<file path="config.mk">
export PLATFORM = sky130hd
export DESIGN_NAME = pipe_mux_nto1
export DESIGN_NICKNAME = d
export VERILOG_FILES = /design/src/rtl/cpu_pkg.sv /design/src/rtl/skid_buffer.sv /design/src/rtl/pipe_mux_nto1.sv
export SDC_FILE = /design/constraint.sdc
export NUM_CORES = 1
export LEC_CHECK = 0
export ABC_AREA = 1
export CORE_MARGIN = 4
export CORE_UTILIZATION = 30
export CTS_CLUSTER_DIAMETER = 150
export DETAILED_ROUTE_END_ITERATION = 8
export GPL_TIMING_DRIVEN = 0
export SYNTH_ARGS = -nofsm -noshare
export SYNTH_HDL_FRONTEND = slang
export SYNTH_SLANG_ARGS = --single-unit
</file>
<file path="constraint.sdc">
create_clock -name i_clk -period 3.1 [get_ports i_clk]
set_input_delay 0.465 -clock i_clk [delete_from_list [all_inputs] [get_ports i_clk]]
set_output_delay 0.465 -clock i_clk [all_outputs]
set_load 0.005 [all_outputs]
</file>
<file path="src/rtl/cpu_pkg.sv">
// Shared constants and elaboration-time helpers for the datapath blocks.
// Latency: n/a (package only).
// Backpressure: n/a (package only).
package cpu_pkg;

    // Legal range for the number of mux inputs.
    localparam int N_INPUTS_MIN = 2;
    localparam int N_INPUTS_MAX = 16;

    // Ceiling log2, used to size select buses; clog2(1) = 0, clog2(3) = 2.
    function automatic int clog2(input int value);
        int res;
        res = 0;
        for (int i = 0; i < 31; i++) begin
            if ((1 << i) < value) begin
                res = i + 1;
            end
        end
        return res;
    endfunction

endpackage

</file>
<file path="src/rtl/skid_buffer.sv">
// Two-entry pipeline register: output register plus one skid entry, with flush.
// Latency: 1 cycle from accept to out_vld when the output register is free.
// Backpressure: in_rdy is the registered inverse of skid occupancy, no path from out_rdy.
module skid_buffer #(
    parameter int WIDTH = 33
) (
    input  logic             clk,
    input  logic             rst_n,
    input  logic             flush,
    input  logic             in_vld,
    output logic             in_rdy,
    input  logic [WIDTH-1:0] in_dat,
    output logic             out_vld,
    input  logic             out_rdy,
    output logic [WIDTH-1:0] out_dat
);

    logic             skid_vld;
    logic [WIDTH-1:0] skid_dat;
    logic             accept;
    logic             out_free;

    // Upstream may only push while the skid entry is empty; driven purely from state.
    assign in_rdy   = ~skid_vld;
    assign accept   = in_vld & ~skid_vld;
    // Output register can take a new word this edge: empty, or its word leaves now.
    assign out_free = ~out_vld | out_rdy;

    // Storage update: reset over flush over normal accept/transfer.
    always_ff @(posedge clk) begin
        if (!rst_n) begin
            out_vld  <= 1'b0;
            out_dat  <= '0;
            skid_vld <= 1'b0;
            skid_dat <= '0;
        end else if (flush) begin
            // Held words are dropped; the same-cycle input is ignored.
            out_vld  <= 1'b0;
            skid_vld <= 1'b0;
        end else if (out_free) begin
            if (skid_vld) begin
                // Oldest word is in skid; no accept can happen while it is full.
                out_vld  <= 1'b1;
                out_dat  <= skid_dat;
                skid_vld <= 1'b0;
            end else if (accept) begin
                out_vld <= 1'b1;
                out_dat <= in_dat;
            end else begin
                out_vld <= 1'b0;
            end
        end else if (accept) begin
            // Output stalled: park the new word behind it.
            skid_vld <= 1'b1;
            skid_dat <= in_dat;
        end
    end

endmodule

</file>
<file path="src/rtl/pipe_mux_nto1.sv">
// N-to-1 word select with out-of-range flag, registered through a 2-deep skid stage.
// Latency: 1 cycle from accept to o_valid when the output stage is free.
// Backpressure: o_ready drops once both entries hold words; o_ready never depends on i_ready.
module pipe_mux_nto1
    import cpu_pkg::*;
#(
    parameter  int NB_DATA  = 32,
    parameter  int N_INPUTS = 3,
    localparam int NB_SEL   = clog2(N_INPUTS)
) (
    input  logic                         i_clk,
    input  logic                         i_rst_n,
    input  logic [N_INPUTS*NB_DATA-1:0]  i_data,
    input  logic [NB_SEL-1:0]            i_sel,
    input  logic                         i_valid,
    output logic                         o_ready,
    input  logic                         i_flush,
    output logic [NB_DATA-1:0]           o_data,
    output logic                         o_sel_err,
    output logic                         o_valid,
    input  logic                         i_ready
);

    // Reject unsupported input counts at elaboration.
    if (N_INPUTS < N_INPUTS_MIN || N_INPUTS > N_INPUTS_MAX) begin : g_bad_n_inputs
        $error("pipe_mux_nto1: N_INPUTS out of supported range");
    end

    logic [NB_DATA-1:0] sel_dat;
    logic               sel_err;

    // Select decode: matching input wins; an unmatched select yields zero with the error flag.
    always_comb begin
        sel_dat = '0;
        sel_err = 1'b1;
        for (int k = 0; k < N_INPUTS; k++) begin
            if (i_sel == NB_SEL'(k)) begin
                sel_dat = i_data[k*NB_DATA +: NB_DATA];
                sel_err = 1'b0;
            end
        end
    end

    // Error flag travels as the MSB alongside its word through both storage entries.
    skid_buffer #(
        .WIDTH (NB_DATA + 1)
    ) u_skid_buffer (
        .clk     (i_clk),
        .rst_n   (i_rst_n),
        .flush   (i_flush),
        .in_vld  (i_valid),
        .in_rdy  (o_ready),
        .in_dat  ({sel_err, sel_dat}),
        .out_vld (o_valid),
        .out_rdy (i_ready),
        .out_dat ({o_sel_err, o_data})
    );

endmodule

</file>
After elaboration in Yosys (flattened, before gate mapping)
Cells that the tools add are included. Widths: inputs -> output; s select.

Input bits: 103. Register bits: 68. Logic and storage cells: 29. Output and inout bits: 35.

Mux-type cells: 10. Reductions and logical operators: 6. Bitwise logic cells: 7. Eq/ne operators: 2.

Operators with widths (number): $mux 32 (3); $mux 33 (2); $reduce_and 3->1 (2); $mux 1 (5); $not 1->1 (5); $reduce_or 3->1 (1); $eq 2x1->1 const B (1); $eq 2x2->1 const B (1); $logic_not 2->1 (1); $reduce_bool 2->1 (1); $reduce_or 2->1 (1); $and 1x1->1 (1); $or 1x1->1 (1).

Longest topological paths before layout
Gate-level depths: netlist of the first run.

Depth in word-level cells: 6. Gate-level depth with buffers: 9. Gate-level depth less buffers: 7.

Cells and area by module
From an unflattened synthesis of the first run, not the netlist that was laid out.

Cells, all modules: 660. Area total of the unflattened synthesis: 3957.5 µm².

By module, submodules not included: skid_buffer (times used 1, cells each 510, area an instance 3168.0 µm², seq. area each 1361.3 µm²); pipe_mux_nto1 (times used 1, cells each 150, area an instance 789.5 µm², seq. area each 0.0 µm²).

Least setup slack after synthesis of the first run
OpenSTA, ideal clock, no wires.

Path kind: input to register. From: input i_ready. To: register u_skid_buffer.skid_dat[10]. Path slack: 1831 ps. Stages: 7. Data arrival time: 1156 ps. Setup time: 113 ps. Cell sequence: inv_1 > nand2_1 > nor2_2 > nand2_2 > buf_2 > nor2_1 > nor2_1.

Word-level cells in the longest chain between the ends: 3.

RTL lines: start: declaration (line pipe_mux_nto1.sv:21) `input logic i_ready`; $or 1x1->1 (line skid_buffer.sv:27) `assign out_free = ~out_vld | out_rdy;`; $not 1->1 (no line); $reduce_and 3->1 (no line); end signal: assignment (line skid_buffer.sv:55) `skid_dat <= in_dat;`; end: declaration (line skid_buffer.sv:19) `logic [WIDTH-1:0] skid_dat;`.

No other way between the ends. A chain may end at the register's enable or synchronous reset.

Worst setup path after layout of the first run
From: register u_skid_buffer.skid_vld. To: output o_ready.

Word-level cells in the longest chain between the ends: 1.

RTL lines: start: declaration (line skid_buffer.sv:18) `logic skid_vld;`; start signal: assignment (line skid_buffer.sv:34) `skid_vld <= 1'b0;`; start signal: assignment (line skid_buffer.sv:39) `skid_vld <= 1'b0;`; start signal: assignment (line skid_buffer.sv:45) `skid_vld <= 1'b0;`; $not 1->1 (line skid_buffer.sv:24) `assign in_rdy = ~skid_vld;`; end: declaration (line pipe_mux_nto1.sv:16) `output logic o_ready,`.

No other way between the ends.

==> summary.md, run 1 <==
| Metric | Value |
|---|---|
| Status | `completed` |
| Crit path from | `u_skid_buffer.skid_vld` |
| Layout cell share with drive strength beyond 1 | `8.13%` |
| Max IR drop VDD | `0.000241 V` |
| Fin nets | `934` |
| Pwr Density | `406 mW/mm²` |
| Number of hold buffers added after cts | `0` |
| Worst reg2reg setup slack | `1.68 ns` |
| Worst r2r src | `u_skid_buffer.skid_vld` |
| Gr ovfl total | `0` |
| Root Buffer | `clkbuf_16` |
| Core footprint | `0.0128 mm²` |
| Worst setup path class | `reg -> out` |
| Synth cell types | `17` |
| Seq. cell area | `0.00136 mm²` |
| TritonCTS Buffers | `9` |
| GPL Wtd Cong | `0.776` |
| Global-route wire length before repair | `20200 µm` |
| WL/cell | `12.9 µm` |
| 1st-iter DRT viols | `182` |
| Row count | `41` |
| Area growth, synth to finish | `46.1%` |
| Period utilization | `80.1%` |
| Chip Height | `123 µm` |
| Die Area | `0.0152 mm²` |
| #FFs+latches synth | `68` |
| Crit start category | `register` |
| DRT Wirelength | `13000 µm` |
| Worst slew pin tran | `0.606 ns` |
| Pin count of the biggest net entering global routing | `11` |
| Max-cap violations | `0` |
| H-tree depth | `3` |
| Synth top area share | `34.1%` |
| Synth top area cells | `dfxtp_1, nand2_1, nand3_1` |
| Max Fclk | `0.403 GHz` |
| Seq/Total Area, Yosys | `34.1%` |
| Gr usage total | `17.1%` |
| Slew Limit Headroom | `59.6%` |
| Fin. max-slew vios | `0` |
| Post-Layout Inst Area | `0.00583 mm²` |
| Mapped Nets | `789` |
| Setup TNS | `0 ns` |
| Starting density of the core | `31.1%` |
| Synth warnings | `0` |
| Multi-input logic area | `0.00199 mm²` |
| Worst Path Arrival | `2.02 ns` |
| Leakage | `3.04 nW` |
| Met2 WL post-DR | `6310 µm` |
| Syn Inst Count | `686` |
| Cell area after synthesis | `0.00399 mm²` |
| CP max FO | `10` |
| Crit end category | `output port` |
| Ant diodes | `0` |
| Initial antenna violation count | `0` |
| Clock Sinks | `68` |
| Metal3 WL | `744 µm` |
| Port Buffers | `134` |
| Max clock buf depth | `2` |
| Die W | `123 µm` |
| Post-DRT Antenna Nets | `0` |
| Final setup fails | `0` |
| Fin. Hold Viols | `0` |
| DR DRC count | `0` |
| Worst Skew | `0.00516 ns` |
| M1 wire length | `5840 µm` |
| Worst reg2reg endpoint | `u_skid_buffer.out_dat[28]` |
| R2R depth | `5` |
| Crit path to | `o_ready` |
| DR vias/cell | `4.29` |
| Min-delay worst type | `reg -> reg` |
| DR top layer | `met4` |
| WP data required | `2.63 ns` |
| Unrepaired setup endpoints after global routing | `no` |
| DR pass1 iterations | `4` |
| Post-CTS Setup Bufs | `0` |
| Post-layout minimum cycle time | `2.48 ns` |
| CTS tree | `yes` |
| I/O pin count | `138` |
| Post-DP HPWL | `9670 µm` |
| Syn Area/Cell | `5.82 µm²` |
| Placement Cell Area | `0.00555 mm²` |
| Vias in the first global route | `4015` |
| CTS clk-pin slew, worst paths | `0.06 ns` |
| Cts repair resizes | `0` |
| Clock latency on the worst-skew pair | `0.33 ns` |
| FILL cells | `1424` |
| Yosys top cell by area | `dfxtp_1` |
| DR vias | `4320` |
[Yosys cell counts (all sizes together)]
cell,number
dfxtp,68
o21ai,2
a21oi,33
nor2,103
nand2,233
buf,37
inv,103
nand3,99
clkbuf,8
[layer usage]
metal / vias to the layer above / global-route usage, %
li1: 2346 / -
met1: 1876 / 21.7
met2: 88 / 28.9
met3: 10 / 4.35
met4: 0 / 4.29
met5: - / 0
[final cells by class]
cell class	count	share of cell area, %
plain buffers	45	4.40
clock buffers	15	4.76
clock inverters	1	0.0858
inverters	103	6.63
multi-input cells	470	34.1
flip-flops and latches	68	23.3
well taps	172	3.69
repair buffers	134	23.0
[per-stage QoR]
| stage | hold WS (ns) | worst slack [ns] | util, % | instances | total power (W) |
|---|---|---|---|---|---|
| finish | 0.496 | 0.616 | 45.5 | 1008 | 0.00237 |
| global route | 0.526 | 0.509 | 45.5 | 1008 | 0.00249 |
| CTS | 0.497 | 0.601 | 45.5 | 1008 | 0.00240 |
| detailed placement | 0.482 | 0.931 | 43.3 | 992 | 0.00142 |
| global placement | 0.478 | 0.949 | 43.3 | 992 | 0.00142 |
| floorplan | 0.451 | 1.83 | - | 686 | 0.00116 |
[cells by family after synthesis]
family	synth area share, %
compound gates	5.33
buf+inv	16.1
simple gates	44.5
flops	34.1
[registers in the layout (all words and copies together) (netlist names)]
signal	count
u_skid_buffer.out_dat	33
u_skid_buffer.skid_dat	33
u_skid_buffer.out_vld	1
u_skid_buffer.skid_vld	1
[worst min-delay path by stage]
stage                     depth (start not counted)                         end                       start
after floorplan                                   2  u_skid_buffer.skid_dat[32]  u_skid_buffer.skid_dat[32]
after global placement                            2  u_skid_buffer.skid_dat[32]  u_skid_buffer.skid_dat[32]
after detailed placement                          2  u_skid_buffer.skid_dat[32]  u_skid_buffer.skid_dat[32]
after CTS                                         2  u_skid_buffer.skid_dat[32]  u_skid_buffer.skid_dat[32]
after global routing                              2  u_skid_buffer.skid_dat[32]  u_skid_buffer.skid_dat[32]
final                                             2  u_skid_buffer.skid_dat[32]  u_skid_buffer.skid_dat[32]
[where the power goes]
group	internal (W)	switching, W	total, W
clock	0.000607	0.000365	0.000972
combinational	0.000249	0.000218	0.000466
sequential	0.000913	0.0000172	0.000930
total	0.00177	0.000600	0.00237
[layout by cell type, fill, tap and decap left out]
| cell | count |
|---|---|
| nor2_1 | 101 |
| inv_1 | 100 |
| buf_4 | 4 |
| a21oi_2 | 10 |
| nor2_2 | 1 |
| nor2_4 | 1 |
| clkbuf_16 | 9 |
| clkdlybuf4s50_1 | 134 |
| dfxtp_1 | 68 |
| nand2_1 | 231 |
| nand3_2 | 1 |
| o21ai_0 | 2 |
| nand3_1 | 98 |
| clkbuf_8 | 3 |
| buf_2 | 28 |
| a21oi_1 | 23 |
| nand2_2 | 2 |
| inv_2 | 3 |
| clkinv_2 | 1 |
| buf_6 | 5 |
| clkbuf_1 | 11 |
[worst max-delay path, stage by stage, from the launching register on]
cell	delay, ns
dfxtp_1	0.30
buf_4	0.16
inv_2	0.15
clkbuf_1	0.46
clkdlybuf4s50_1	0.62
No activity file was read; power rests on OpenSTA's default activity.
==> run 2, diff against run 1 <==
==> constraint.sdc (replaced) <==
create_clock -name i_clk -period 2 [get_ports i_clk]
set_input_delay 0.3 -clock i_clk [delete_from_list [all_inputs] [get_ports i_clk]]
set_output_delay 0.3 -clock i_clk [all_outputs]
set_load 0.005 [all_outputs]
==> summary.md, run 2 (synthesis gave the netlist of run 1 again) <==
| Metric | Value |
|---|---|
| Post-DP HPWL | `9670 µm` |
| I/O pin count | `138` |
| TritonCTS Buffers | `9` |
| Port Buffers | `134` |
| Register share of total power | `39.3%` |
| Fin nets | `933` |
| Placement Cell Area | `0.00555 mm²` |
| Slew Limit Headroom | `60.1%` |
| Worst slew pin tran | `0.598 ns` |
| Clock latency on the worst-skew pair | `0.33 ns` |
| DR vias | `4332` |
| Die Area | `0.0152 mm²` |
| DRT Wirelength | `13000 µm` |
| Crit end category | `output port` |
| Min-delay worst type | `in -> reg` |
| Internal | `0.00274 W` |
| Root Buffer | `clkbuf_16` |
| Worst Slack Setup Final | `0.178 ns` |
| Core footprint | `0.0128 mm²` |
| Max clock buf depth | `2` |
| DR DRC count | `0` |
| Clock Sinks | `68` |
| Worst setup path class | `reg -> out` |
| Commonest non-fill, non-tap cell in the layout | `nand2_1` |
| Post-Layout Inst Area | `0.00583 mm²` |
| Place WS | `-0.00366 ns` |
| Max IR drop VDD | `0.000374 V` |
| Biggest regs | `u_skid_buffer.out_dat x33, u_skid_buffer.skid_dat x33` |
| Gr usage total | `17.1%` |
| Worst Path Arrival | `1.52 ns` |
| Ant diodes | `0` |
| WP data required | `1.70 ns` |
| DR pass1 iterations | `4` |
| H-tree depth | `3` |
| Number of hold buffers added after cts | `0` |
| Sw Share | `25.4%` |
| Worst Skew | `0.00545 ns` |
| Pin count of the biggest net entering global routing | `17` |
| Period utilization | `91.1%` |
| Cts repair resizes | `0` |
| Die W | `123 µm` |
| Net Switching | `0.000932 W` |
| Post-CTS Setup Bufs | `0` |
| Starting density of the core | `31.1%` |
| Vias in the first global route | `4014` |
| Max Fclk | `0.549 GHz` |
| GPL Wtd Cong | `0.776` |
| Most frequent cells in the layout | `nand2_1, clkdlybuf4s50_1, nor2_1` |
| Combinational share of power | `19.7%` |
| WL/cell | `12.9 µm` |
| Unrepaired setup endpoints after global routing | `no` |
| Global-route wire length before repair | `20200 µm` |
| Layout cell share with drive strength beyond 1 | `8.14%` |
| CP max FO | `16` |
| Post-layout minimum cycle time | `1.82 ns` |
| CTS clk-pin slew, worst paths | `0.06 ns` |
| Clock power frac | `41.1%` |
| Row count | `41` |
| Leakage | `3.04 nW` |
| Post-DRT Antenna Nets | `0` |
| CTS tree | `yes` |
| Pwr Density | `630 mW/mm²` |
| Gr ovfl total | `0` |
| Final setup fails | `0` |
| Initial antenna violation count | `0` |
| Chip Height | `123 µm` |
| Fin. max-slew vios | `0` |
| Status | `completed` |
| Fin. Hold Viols | `0` |
| 1st-iter DRT viols | `208` |
| Crit start category | `register` |
| Max-cap violations | `0` |
| Area growth, synth to finish | `46.0%` |
| DR vias/cell | `4.30` |
run 2: cell types whose count changed in the layout (fill, tap and decap cells not counted):
cell,before,now
inv_4,0,1
clkbuf_1,11,10
inv_2,3,2
run 2: path summary, 6_finish.rpt:
| path | slack, ns | to | depth (start not counted) | start |
|---|---|---|---|---|
| hold / removal | 0.46 | u_skid_buffer.skid_dat[32] | 5 | i_sel[0] |
| setup / recovery | 0.18 | o_ready | 3 | u_skid_buffer.skid_vld |
| hold reg to reg | 0.50 | u_skid_buffer.skid_dat[32] | 2 | u_skid_buffer.skid_dat[32] |
| setup reg to reg | 0.51 | u_skid_buffer.out_dat[28] | 5 | u_skid_buffer.skid_vld |
run 2: power groups by stage:
stage               clock (W)  combinational, W  sequential [W]
floorplan                   0          0.000329         0.00148
global placement            0          0.000731         0.00147
detailed placement          0          0.000731         0.00147
CTS                   0.00155          0.000734         0.00144
global route          0.00160          0.000807         0.00145
finish                0.00151          0.000723         0.00144
run 2: through the flow:
step	util, %	hold slack (ns)	power [W]	cells	setup TNS, ns
after floorplan	-	0.451	0.00180	686	0
after global placement	43.3	0.478	0.00220	992	0
after detailed placement	43.3	0.482	0.00220	992	-0.00366
after CTS	45.5	0.460	0.00372	1007	0
after global routing	45.5	0.518	0.00385	1007	0
final	45.5	0.461	0.00367	1007	0
run 2: worst max-delay path, stage by stage (launching register included):
cell and delay [ns]:
dfxtp_1 0.30, buf_4 0.17, inv_4 0.18, clkdlybuf4s50_1 0.55
run 2: metal layers:
metal	wire [µm]	track usage, %
met5	0	0
met1	5950	21.6
met3	660	4.35
met2	6260	29.0
met4	124	4.29
run 2: cell type report:
class                           instances  area, µm²
Clock buffer                           15        278
Tap cell                              172        215
Buffer                                 44        253
Multi-Input combinational cell        470       1990
Inverter                              103        389
Clock inverter                          1       5.00
Sequential cell                        68       1360
Timing Repair Buffer                  134       1340
Fill cell                            1428       6990
